`src/rtl/aes_key_expand.sv`:
```
// aes_key_expand: AES-128/192/256 key schedule, one word per cycle.
// Optional: define AES_KEY_EXP_EXT_RCON_EN to take rcon from port r_con_i.
module aes_key_expand #(
  parameter int NK = 4
) (
  input  logic         clk,
  input  logic         nrst,
  input  logic         clr,
  input  logic         start,
  input  logic [255:0] key_i,
`ifdef AES_KEY_EXP_EXT_RCON_EN
  input  logic [7:0]   r_con_i,
`endif
  output logic [31:0]  Sub_o,
  input  logic [31:0]  Sub_i,
  output logic [127:0] key_o,
  output logic [3:0]   rk_idx,
  output logic         rk_valid,
  input  logic         rk_ready,
  output logic         busy,
  output logic         done
);

  localparam int         W     = NK * 32;
  localparam logic [3:0] NR    = 4'(NK + 6);
  localparam logic [5:0] TOT   = 6'(4 * (NK + 7));
  localparam logic [5:0] NKW   = 6'(NK);
  localparam logic [2:0] MLAST = 3'(NK - 1);
  localparam logic       IDLE  = 1'b0;
  localparam logic       RUN   = 1'b1;

  logic         state_q, state_d;
  logic [W-1:0] win_q, win_d;
  logic [5:0]   i_q, i_d;
  logic [2:0]   m_q, m_d;
  logic [127:0] col_q, col_d;
  logic [3:0]   idx_q, idx_d;
  logic         vld_q, vld_d;
  logic [7:0]   rc;
`ifndef AES_KEY_EXP_EXT_RCON_EN
  logic [7:0]   rcon_q, rcon_d;
`endif

  logic [31:0]  w_old, w_prev, w_rot;
  logic [31:0]  temp, w_new;
  logic         gen, pre, accept;
  logic         sub_rc, sub_h;
  logic         unused_key;

  // Only the top NK words of key_i feed the window.
  assign unused_key = ^key_i;

`ifdef AES_KEY_EXP_EXT_RCON_EN
  assign rc = r_con_i;
`else
  assign rc = rcon_q;
`endif

  // Window holds w[i-NK]..w[i-1]; oldest word at the top.
  always_comb begin
    w_old  = win_q[W-1 -: 32];
    w_prev = win_q[31:0];
    w_rot  = {w_prev[23:0], w_prev[31:24]};
    accept = vld_q & rk_ready;
    gen    = (state_q == RUN) && (i_q < TOT)
             && (!vld_q || rk_ready);
    pre    = i_q < NKW;
    sub_rc = gen && !pre && (m_q == 3'd0);
    sub_h  = gen && !pre && (NK == 8)
             && (m_q == 3'd4);
    Sub_o  = 32'h0;
    temp   = w_prev;
    unique case (1'b1)
      sub_rc: begin
        Sub_o = w_rot;
        temp  = Sub_i ^ {rc, 24'h0};
      end
      sub_h: begin
        Sub_o = w_prev;
        temp  = Sub_i;
      end
      default: ;
    endcase
    // Key words come out by rotating the captured window.
    w_new = pre ? w_old : (w_old ^ temp);
  end

  // Next-state: clr wins, start only in IDLE, gen/accept in RUN.
  always_comb begin
    state_d = state_q;
    win_d   = win_q;
    i_d     = i_q;
    m_d     = m_q;
    col_d   = col_q;
    idx_d   = idx_q;
    vld_d   = vld_q;
`ifndef AES_KEY_EXP_EXT_RCON_EN
    rcon_d  = rcon_q;
`endif
    if (clr) begin
      state_d = IDLE;
      win_d   = '0;
      i_d     = '0;
      m_d     = '0;
      col_d   = '0;
      idx_d   = '0;
      vld_d   = 1'b0;
`ifndef AES_KEY_EXP_EXT_RCON_EN
      rcon_d  = 8'h01;
`endif
    end else if (state_q == IDLE) begin
      if (start) begin
        state_d = RUN;
        win_d   = key_i[255 -: W];
        i_d     = '0;
        m_d     = '0;
        col_d   = '0;
        idx_d   = '0;
        vld_d   = 1'b0;
`ifndef AES_KEY_EXP_EXT_RCON_EN
        rcon_d  = 8'h01;
`endif
      end
    end else begin
      if (accept) begin
        vld_d = 1'b0;
        if (idx_q == NR) state_d = IDLE;
        else             idx_d   = idx_q + 4'd1;
      end
      if (gen) begin
        win_d = {win_q[W-33:0], w_new};
        col_d = {col_q[95:0], w_new};
        i_d   = i_q + 6'd1;
        m_d   = (m_q == MLAST) ? 3'd0 : m_q + 3'd1;
        if (i_q[1:0] == 2'd3) vld_d = 1'b1;
`ifndef AES_KEY_EXP_EXT_RCON_EN
        if (sub_rc)
          rcon_d = {rcon_q[6:0], 1'b0}
                   ^ (rcon_q[7] ? 8'h1b : 8'h00);
`endif
      end
    end
  end

  // State registers with asynchronous active-low reset.
  always_ff @(posedge clk or negedge nrst) begin
    if (!nrst) begin
      state_q <= IDLE;
      win_q   <= '0;
      i_q     <= '0;
      m_q     <= '0;
      col_q   <= '0;
      idx_q   <= '0;
      vld_q   <= 1'b0;
`ifndef AES_KEY_EXP_EXT_RCON_EN
      rcon_q  <= 8'h01;
`endif
    end else begin
      state_q <= state_d;
      win_q   <= win_d;
      i_q     <= i_d;
      m_q     <= m_d;
      col_q   <= col_d;
      idx_q   <= idx_d;
      vld_q   <= vld_d;
`ifndef AES_KEY_EXP_EXT_RCON_EN
      rcon_q  <= rcon_d;
`endif
    end
  end

  assign key_o    = col_q;
  assign rk_idx   = idx_q;
  assign rk_valid = vld_q;
  assign busy     = (state_q == RUN);
  assign done     = vld_q & rk_ready & (idx_q == NR);

endmodule

```
`config.mk`:
```
export PLATFORM = sky130hd
export DESIGN_NAME = aes_key_expand
export DESIGN_NICKNAME = d
export VERILOG_FILES = /design/src/rtl/aes_key_expand.sv
export SDC_FILE = /design/constraint.sdc
export NUM_CORES = 1
export LEC_CHECK = 0
export CORE_ASPECT_RATIO = 0.5
export CORE_UTILIZATION = 45
export DETAILED_ROUTE_END_ITERATION = 6
export DONT_BUFFER_PORTS = 1
export SYNTH_ARGS = -nofsm -noshare
export SYNTH_HDL_FRONTEND = slang
export SYNTH_SLANG_ARGS = --single-unit
```
`constraint.sdc`:
```
create_clock -name clk -period 1.92 [get_ports clk]
set_input_delay 0.192 -clock clk [delete_from_list [all_inputs] [get_ports clk]]
set_output_delay 0.192 -clock clk [all_outputs]
set_load 0.03 [all_outputs]
```
; After elaboration in Yosys (flattened, before gate mapping)
; Cells that the tools add are included.
; W data, S select, Z words.
[word_totals]
ff_bits = 279
in_bits = 293
elab_cells = 79
[op_classes]
bitwise_logic = 5
n_mux = 42
n_eq_ne = 7
n_reduce_logical = 12
add_sub_neg = 3
magnitude_cmp = 2
[ops]
columns = cell, count
row1 = $mux W128, 8
row2 = $mux W32, 3
row3 = $xor A32 B32 Y32, 2
row4 = $mux W8, 5
row5 = $mux W6, 4
row6 = $mux W4, 5
row7 = $mux W3, 5
row8 = $mux W1, 11
row9 = $ne A3 B2 Y1 const B, 3
row10 = $xor A8 B5 Y8, 1
row11 = $add A6 B1 Y6 const B, 1
row12 = $lt A6 B3 Y1 const B, 1
row13 = $lt A6 B6 Y1 const B, 1
row14 = $reduce_and A3 Y1, 2
row15 = $mux W5, 1
row16 = $add A4 B1 Y4 const B, 1
row17 = $eq A4 B4 Y1 const B, 1
row18 = $logic_and A1 B1 Y1, 4
row19 = $add A3 B1 Y3 const B, 1
row20 = $eq A3 B2 Y1 const B, 1
row21 = $logic_not A3 Y1, 1
row22 = $ne A3 B3 Y1 const B, 1
row23 = $reduce_bool A3 Y1, 1
row24 = $and A1 B1 Y1, 2
row25 = 4 further kinds, 5

; Logic depth before layout (Yosys ltp)
; Gate-level depths: netlist of run 1.
[logic_depth]
ltp_word = 11
mapped_depth = 8

; Worst setup path before layout of run 1
; Ideal clock, no wire load.
[synth_timing]
path_kind = register -> output
from = register m_q[0]
to = output Sub_o[10]
stages_incl_launch_ff = 8
arrival_time_ns = 1.780
t_required_ns = 1.728
setup_slack_ns = -0.052
path_buffers = 2
cell_sequence = dfrtp_1 inv_1 ha_1 nor2b_1 o2111a_1 buf_2 clkbuf_1 and3_1
[synth_via]
elab_chain_len = 3
[synth_lines]
columns = element, line
row1 = from (decl), 35  ; logic [2:0] m_q, m_d;
row2 = from (signal assigned), 162  ; m_q <= m_d;
row3 = $logic_not A3 Y1, 68  ; sub_rc = gen && !pre && (m_q == 3'd0);
row4 = $logic_and A1 B1 Y1, 68
row5 = $mux W32, 73  ; unique case (1'b1)
row6 = to (decl), 14  ; output logic [31:0] Sub_o,
; Every way passes these cells.

; Final worst setup path of run 1
[layout_timing]
from = register i_q[3]
to = output Sub_o[0]
[layout_via]
elab_chain_len = 6
word_cells_on_any_way = 8
cone_classes = 2 x order compare / 1 x mux / 5 x reduce/logical
[layout_lines]
columns = element, line
row1 = from (decl), 34  ; logic [5:0] i_q, i_d;
row2 = from (signal assigned), 161  ; i_q <= i_d;
row3 = $lt A6 B6 Y1, 65  ; gen = (state_q == RUN) && (i_q < TOT)
row4 = $logic_and A1 B1 Y1, 65
row5 = $logic_and A1 B1 Y1, 66  ; && (!vld_q || rk_ready);
row6 = $logic_and A1 B1 Y1 (*), n/a
row7 = $logic_and A1 B1 Y1 (*), 68
row8 = $mux W32 (*), 73
; Mark *: on every way between the ends. The rest lies on a longest branch, timed or not.

==> flow_metrics.env, run 1 <==
export IMPL_syn_inst=1276
export IMPL_rrSetupSlack_ns=-0.32
export IMPL_slew_viol_final=0
export IMPL_intPower_uw=10490
export IMPL_die_x_um=243.1
export IMPL_seq_power_share_pct=47.1
export IMPL_hold_viol_final=280
export IMPL_fmax_ghz=0.4323
export IMPL_num_vias=11927
export IMPL_post_dp_hpwl_um=29080
export IMPL_worst_r2r_cell_count=11
export IMPL_drv_cap=0
export IMPL_first_global_vias=10773
export IMPL_clockBufferDepth=3
export IMPL_ys_seq_elements=279
export IMPL_final_layout_size_suffix_gt1_share_pct=23.07
export IMPL_nets=1767
export IMPL_p_sw_share_pct=28.61
export IMPL_yosysMostFrequentCell="dfrtp_1"
export IMPL_synth_edf_count=0
export IMPL_grt_max_degree=280
export IMPL_drt_iter0_drc=1514
export IMPL_finalSetupViolCount=300
export IMPL_fin_crit_ns=2.313
export IMPL_portBuffers=0
export IMPL_pwr_share_comb_pct=16.5
export IMPL_tightest_slew_ns=0.7323
export IMPL_cp_max_fo=6
export IMPL_violations="DRC, hold timing, setup timing"
export IMPL_syn_area_um2=13070
export IMPL_min_period_over_period_pct=120.5
export IMPL_end_kind="primary output"
export IMPL_worst_slack_ns=-0.3930
export IMPL_ioPinCount=460
export IMPL_p_per_area_nw_per_um2=802.7
export IMPL_status="complete, but fails checks"
export IMPL_wl_per_cell_um=26.12
export IMPL_final_cells=1874
export IMPL_place_inst=1623
export IMPL_crit_reg2reg_launch="m_q[1]$_DFFE_PN0P_"
export IMPL_drc=12
export IMPL_ys_types=44
export IMPL_cts_sinks=279
export IMPL_cts_tree="built"
export IMPL_power_uw=14700
export IMPL_synth_ff_type="dfrtp_1"
export IMPL_yosysTopAreaCellShare_pct=53.21
export IMPL_gp_congestion=0.9035
export IMPL_cellLeakagePower_uw=0.007827
export IMPL_ys_async_sr_fraction_pct=100.0
export IMPL_die_area_um2=29780
export IMPL_grt_ovfl_total=0
export IMPL_synthTopCellsByArea="dfrtp_1, nor2_1, a22o_1"
export IMPL_clock_power_share_pct=36.4
export IMPL_rsz0062_at_grt="yes"
export IMPL_via_per_inst=6.364
export IMPL_worst_setup_path_type="reg2out"
export IMPL_crit_arrival_ns=2.12
export IMPL_worst_skew_pair_late_latency_ns=0.55
export IMPL_num_fill_cells=2063
export IMPL_avgSynthCellArea_um2=10.25
export IMPL_slew_headroom_pct=51.18
export IMPL_placed_area_um2=14030
export IMPL_final_cell_area_um2=18310
export IMPL_yosys_top_cells_count="dfrtp_1, nor2_1, nand2_1"
export IMPL_drtAntennaViolNets=0
export IMPL_initial_core_util_pct=46.46
export IMPL_clkSlewWorstSetupHoldPaths_ns=0.07
export IMPL_cp_start_kind="flop"
export IMPL_skew_ns=0.01278
export IMPL_r2r_end="key_o[21]$_DFFE_PN0P_"
export IMPL_htree_levels=1
export IMPL_area_growth_synth_to_final_pct=40.06
export IMPL_setup_tns_ns=-38.94
export IMPL_dieHeight_um=122.5
export IMPL_yosysTopAreaCell="dfrtp_1"
export IMPL_grt_pass1_wl_um=67250
export IMPL_rows=43
export IMPL_antenna_found_initial=5
export IMPL_hold_slack_ns=-0.6543
export IMPL_worstPathRequired_ns=1.73
export IMPL_holdBufCountCts=134
export IMPL_routed_wl_um=48940
export IMPL_syn_num_nets=1574
export IMPL_yosys_warnings=0
export IMPL_switching_power_uw=4205
export IMPL_yosysSeqAreaShare_pct=53.41
export IMPL_cts_buffers_inserted=27
export IMPL_coreArea_um2=28140
export IMPL_grt_usage_pct=29.38
export IMPL_hold_path_class="in2async"
export IMPL_ctsRootBufferMaster="clkbuf_16"
export IMPL_vdd_drop_max_mv=0.6590
export IMPL_first_pass_iters=7
-- cells in the final DEF, fill, tap and decap left out, types with 17 or more instances in the layout --
cell,n
mux2i_4,19
buf_4,52
buf_6,31
dlygate4sd3_1,134
o22ai_1,32
o211ai_1,18
a22o_1,97
and3_4,31
clkbuf_16,43
nand2_1,112
xnor2_1,20
a21oi_1,22
o21ai_0,22
dfrtp_1,278
buf_12,32
a221o_1,17
nor2_1,226
a221oi_1,64
a221oi_2,25
mux2i_1,25
-- critical path: stages, from the launching register on --
cell     delay [ns]
dfrtp_1        0.38
or4_4          0.59
buf_12         0.18
buf_8          0.13
and3_4         0.16
buf_6          0.13
-- layout make-up --
class                      instances  area, um2  area share, %
multi-input combinational        875       6529          35.65
clock buffer                      40      764.5          4.175
antenna                            5      12.51        0.06833
clock inverter                     7      91.34         0.4988
sequential                       279       6983          38.13
timing repair buffer             279       3425          18.70
tap                              382      478.0          2.610
inverter                           7      28.78         0.1572
-- how the worst max path moves through the flow --
stage | start | end | slack, ns | cells past startpoint
finish | i_q[3]$_DFFE_PN0P_ | Sub_o[0] | -0.39 | 5
global route | i_q[3]$_DFFE_PN0P_ | Sub_o[0] | -0.44 | 5
CTS | m_q[0]$_DFFE_PN0P_ | Sub_o[0] | -0.40 | 8
detailed placement | i_q[5]$_DFFE_PN0P_ | key_o[22]$_DFFE_PN0P_ | -0.30 | 7
global placement | i_q[3]$_DFFE_PN0P_ | key_o[24]$_DFFE_PN0P_ | -0.24 | 6
floorplan | m_q[0]$_DFFE_PN0P_ | Sub_o[10] | 0.007 | 7
-- layer usage --
metal | wire [um] | vias to the layer above | GRT usage, %
li1 | - | 5058 | -
met1 | 21440 | 6025 | 44.86
met2 | 21170 | 702 | 41.21
met3 | 4804 | 138 | 6.604
met4 | 1493 | 4 | 8.726
met5 | 31 | - | 0
-- stage by stage --
stage,worst slack [ns],utilization (%)
floorplan,0.006863,-
global placement,-0.2416,49.87
detailed placement,-0.2980,49.87
CTS,-0.4022,60.51
global route,-0.4372,65.06
finish,-0.3930,65.08
-- state kept, by name, summed over array words and instances, names as in the netlist --
register / count
busy: 1
m_q: 3
win_q: 128
rk_valid: 1
rc: 8
key_o: 128
rk_idx: 4
i_q: 6
-- power groups by stage --
stage	Clock, uW	Combinational, uW	Sequential (uW)
floorplan	0	1080	6710
global placement	0	1520	6900
detailed placement	0	1570	6930
CTS	5440	1960	6840
global route	5630	2570	6940
finish	5350	2430	6920
-- kinds of logic (layout without fill, tap and decap cells) --
group | after synthesis | count (layout) | synth area share (%)
buf+inv | 125 | 333 | 4.134
other cells | 0 | 5 | 0
simple gates | 418 | 421 | 12.93
compound gates | 350 | 350 | 21.07
fa+ha+maj | 5 | 5 | 0.4785
mux | 50 | 50 | 4.689
flops | 279 | 279 | 53.41
xor+xnor | 49 | 49 | 3.283
-- what timing repair did --
action | CTS | global route
resized for setup | 117 | 118
buffers inserted | 21 | 16
pin swaps | 24 | 53
endpoints found under the setup margin | 165 | 296
endpoints found under the hold margin | 413 | 279
gates cloned | 6 | 27
(Power assumes the default switching activity.)
==> run 2: changes to the inputs <==
--- a/config.mk
+++ b/config.mk
@@ -5,9 +5,9 @@
 export SDC_FILE = /design/constraint.sdc
 export NUM_CORES = 1
 export LEC_CHECK = 0
-export CORE_ASPECT_RATIO = 0.5
-export CORE_UTILIZATION = 45
+export CORE_AREA = 2 2 178 180
 export DETAILED_ROUTE_END_ITERATION = 6
+export DIE_AREA = 0 0 180 182
 export DONT_BUFFER_PORTS = 1
 export SYNTH_ARGS = -nofsm -noshare
 export SYNTH_HDL_FRONTEND = slang
==> flow_metrics.env, run 2 (synthesis gave the netlist of run 1 again) <==
export IMPL_via_per_inst=6.069
export IMPL_post_dp_hpwl_um=27640
export IMPL_cp_max_fo=8
export IMPL_finalSetupViolCount=97
export IMPL_clkSlewWorstSetupHoldPaths_ns=0.06
export IMPL_wl_per_cell_um=23.97
export IMPL_cts_buffers_inserted=31
export IMPL_antenna_found_initial=10
export IMPL_hold_viol_final=283
export IMPL_num_fill_cells=2515
export IMPL_intPower_uw=10820
export IMPL_worstPathRequired_ns=1.73
export IMPL_p_per_area_nw_per_um2=843.1
export IMPL_seq_power_share_pct=46.2
export IMPL_area_growth_synth_to_final_pct=35.01
export IMPL_die_area_um2=32760
export IMPL_clockBufferDepth=3
export IMPL_fmax_ghz=0.4323
export IMPL_slew_headroom_pct=63.92
export IMPL_grt_usage_pct=25.56
export IMPL_grt_max_degree=280
export IMPL_worst_slack_ns=-0.3930
export IMPL_drt_iter0_drc=925
export IMPL_min_period_over_period_pct=120.5
export IMPL_first_global_vias=10754
export IMPL_final_common_cell="dfrtp_1"
export IMPL_cts_sinks=279
export IMPL_worst_setup_path_type="reg2out"
export IMPL_tightest_slew_ns=0.5406
export IMPL_place_inst=1628
export IMPL_clock_power_share_pct=40.4
export IMPL_cts_tree="built"
export IMPL_power_uw=14880
export IMPL_portBuffers=0
export IMPL_slowest_delay_ns=0.37
export IMPL_holdBufCountCts=135
export IMPL_slew_viol_final=0
export IMPL_cellLeakagePower_uw=0.007676
export IMPL_routed_wl_um=44510
export IMPL_die_x_um=180
export IMPL_htree_levels=1
export IMPL_met3_length_um=3571
export IMPL_first_pass_iters=5
export IMPL_pwr_share_comb_pct=13.4
export IMPL_drc=0
export IMPL_placed_area_um2=13980
export IMPL_num_vias=11270
export IMPL_final_cell_area_um2=17650
export IMPL_fin_crit_ns=2.313
export IMPL_rsz0062_at_grt="yes"
export IMPL_initial_core_util_pct=42.19
export IMPL_cp_slowest_cell="dfrtp_1"
export IMPL_layout_common_cells="dfrtp_1, nor2_1, dlygate4sd3_1, a22o_1, a221oi_1"
export IMPL_ctsRootBufferMaster="clkbuf_16"
export IMPL_p_sw_share_pct=27.31
export IMPL_coreArea_um2=30990
export IMPL_crit_arrival_ns=2.12
export IMPL_drv_cap=0
export IMPL_worstPathCellList="inv_1 -> ha_1 -> nor2b_4 -> o2111a_4 -> buf_12 -> buf_6 -> and3_4"
export IMPL_setup_tns_ns=-19.71
export IMPL_grt_ovfl_total=0
export IMPL_drtAntennaViolNets=0
export IMPL_grt_pass1_wl_um=65730
export IMPL_top_layer="met5"
export IMPL_status="complete, but fails checks"
export IMPL_nets=1721
export IMPL_met2_length_um=20490
export IMPL_worst_skew_pair_late_latency_ns=0.56
export IMPL_skew_ns=0.01227
export IMPL_vdd_drop_max_mv=0.6024
export IMPL_dieHeight_um=182
export IMPL_violations="hold timing, setup timing"
export IMPL_switching_power_uw=4064
export IMPL_final_cells=1857
export IMPL_gp_congestion=0.8607
export IMPL_hold_path_class="in2async"
export IMPL_final_layout_size_suffix_gt1_share_pct=20.66
export IMPL_hold_slack_ns=-0.6657
export IMPL_end_kind="primary output"
export IMPL_wl_met1_um=18810
export IMPL_cp_start_kind="flop"
export IMPL_ioPinCount=460
export IMPL_rows=65
## run 2: per-stage QoR
step	utilization [%]	worst slack, ns
floorplan	-	0.006863
global placement	45.13	-0.05381
detailed placement	45.13	-0.1303
CTS	55.22	-0.3980
global route	56.96	-0.4757
finish	56.96	-0.3930
## run 2: final timing paths
kind                       cells past startpoint                     to  slack (ns)                  start
setup / recovery                               7              Sub_o[17]       -0.39     m_q[0]$_DFFE_PN0P_
hold / removal                                 0  key_o[71]$_DFFE_PN0P_       -0.67                   nrst
setup reg to reg                               9   win_q[9]$_DFFE_PN0P_       -0.27     i_q[3]$_DFFE_PN0P_
hold reg to reg                                2  win_q[66]$_DFFE_PN0P_        0.51  win_q[66]$_DFFE_PN0P_
max in group asynchronous                      0      rc[0]$_DFFE_PN1P_        2.18                   nrst
min in group clk                               4  win_q[19]$_DFFE_PN0P_       -0.01              Sub_i[19]
## run 2: critical path, delay by kind of cell (launching register included)
kind / cells / cell delay, ns
AO/OA/AOI/OAI: 1 / 0.29
AND/OR/NAND/NOR: 2 / 0.41
buffers and inverters: 3 / 0.35
flip-flops: 1 / 0.37
adder cells (fa/ha/maj): 1 / 0.14
## run 2: layout make-up
cell class / instances / area, um2 / share of cell area [%]
Clock inverter: 9 / 97.59 / 0.5529
Tap cell: 402 / 503.0 / 2.850
Inverter: 7 / 26.28 / 0.1489
Timing Repair Buffer: 231 / 2691 / 15.25
Sequential cell: 279 / 6984 / 39.57
Multi-Input combinational cell: 873 / 6399 / 36.25
Antenna cell: 8 / 20.02 / 0.1134
Clock buffer: 48 / 929.6 / 5.267
## run 2: power groups by stage
stage          logic (uW)  clock network (uW)  registers, uW
6_report             2000                6010           6870
5_1_grt              2170                6360           6900
4_1_cts              1860                6100           6820
3_5_place_dp         1490                   0           6910
3_3_place_gp         1460                   0           6900
2_1_floorplan        1080                   0           6710
## run 2: what timing repair did
item | 4_1_cts | 5_1_grt
endpoints found under the setup margin | 170 | 244
pin swaps | 27 | 37
resized for setup | 111 | 109
gates cloned | 9 | 2
buffers inserted | 20 | 6
hold endpoints to repair | 414 | 279
## run 2: layer usage
| metal | up-vias | GRT usage (%) |
|---|---|---|
| met4 | 4 | 8.065 |
| li1 | 4975 | - |
| met3 | 107 | 5.796 |
| met5 | - | 0 |
| met1 | 5622 | 35.85 |
| met2 | 562 | 39.46 |
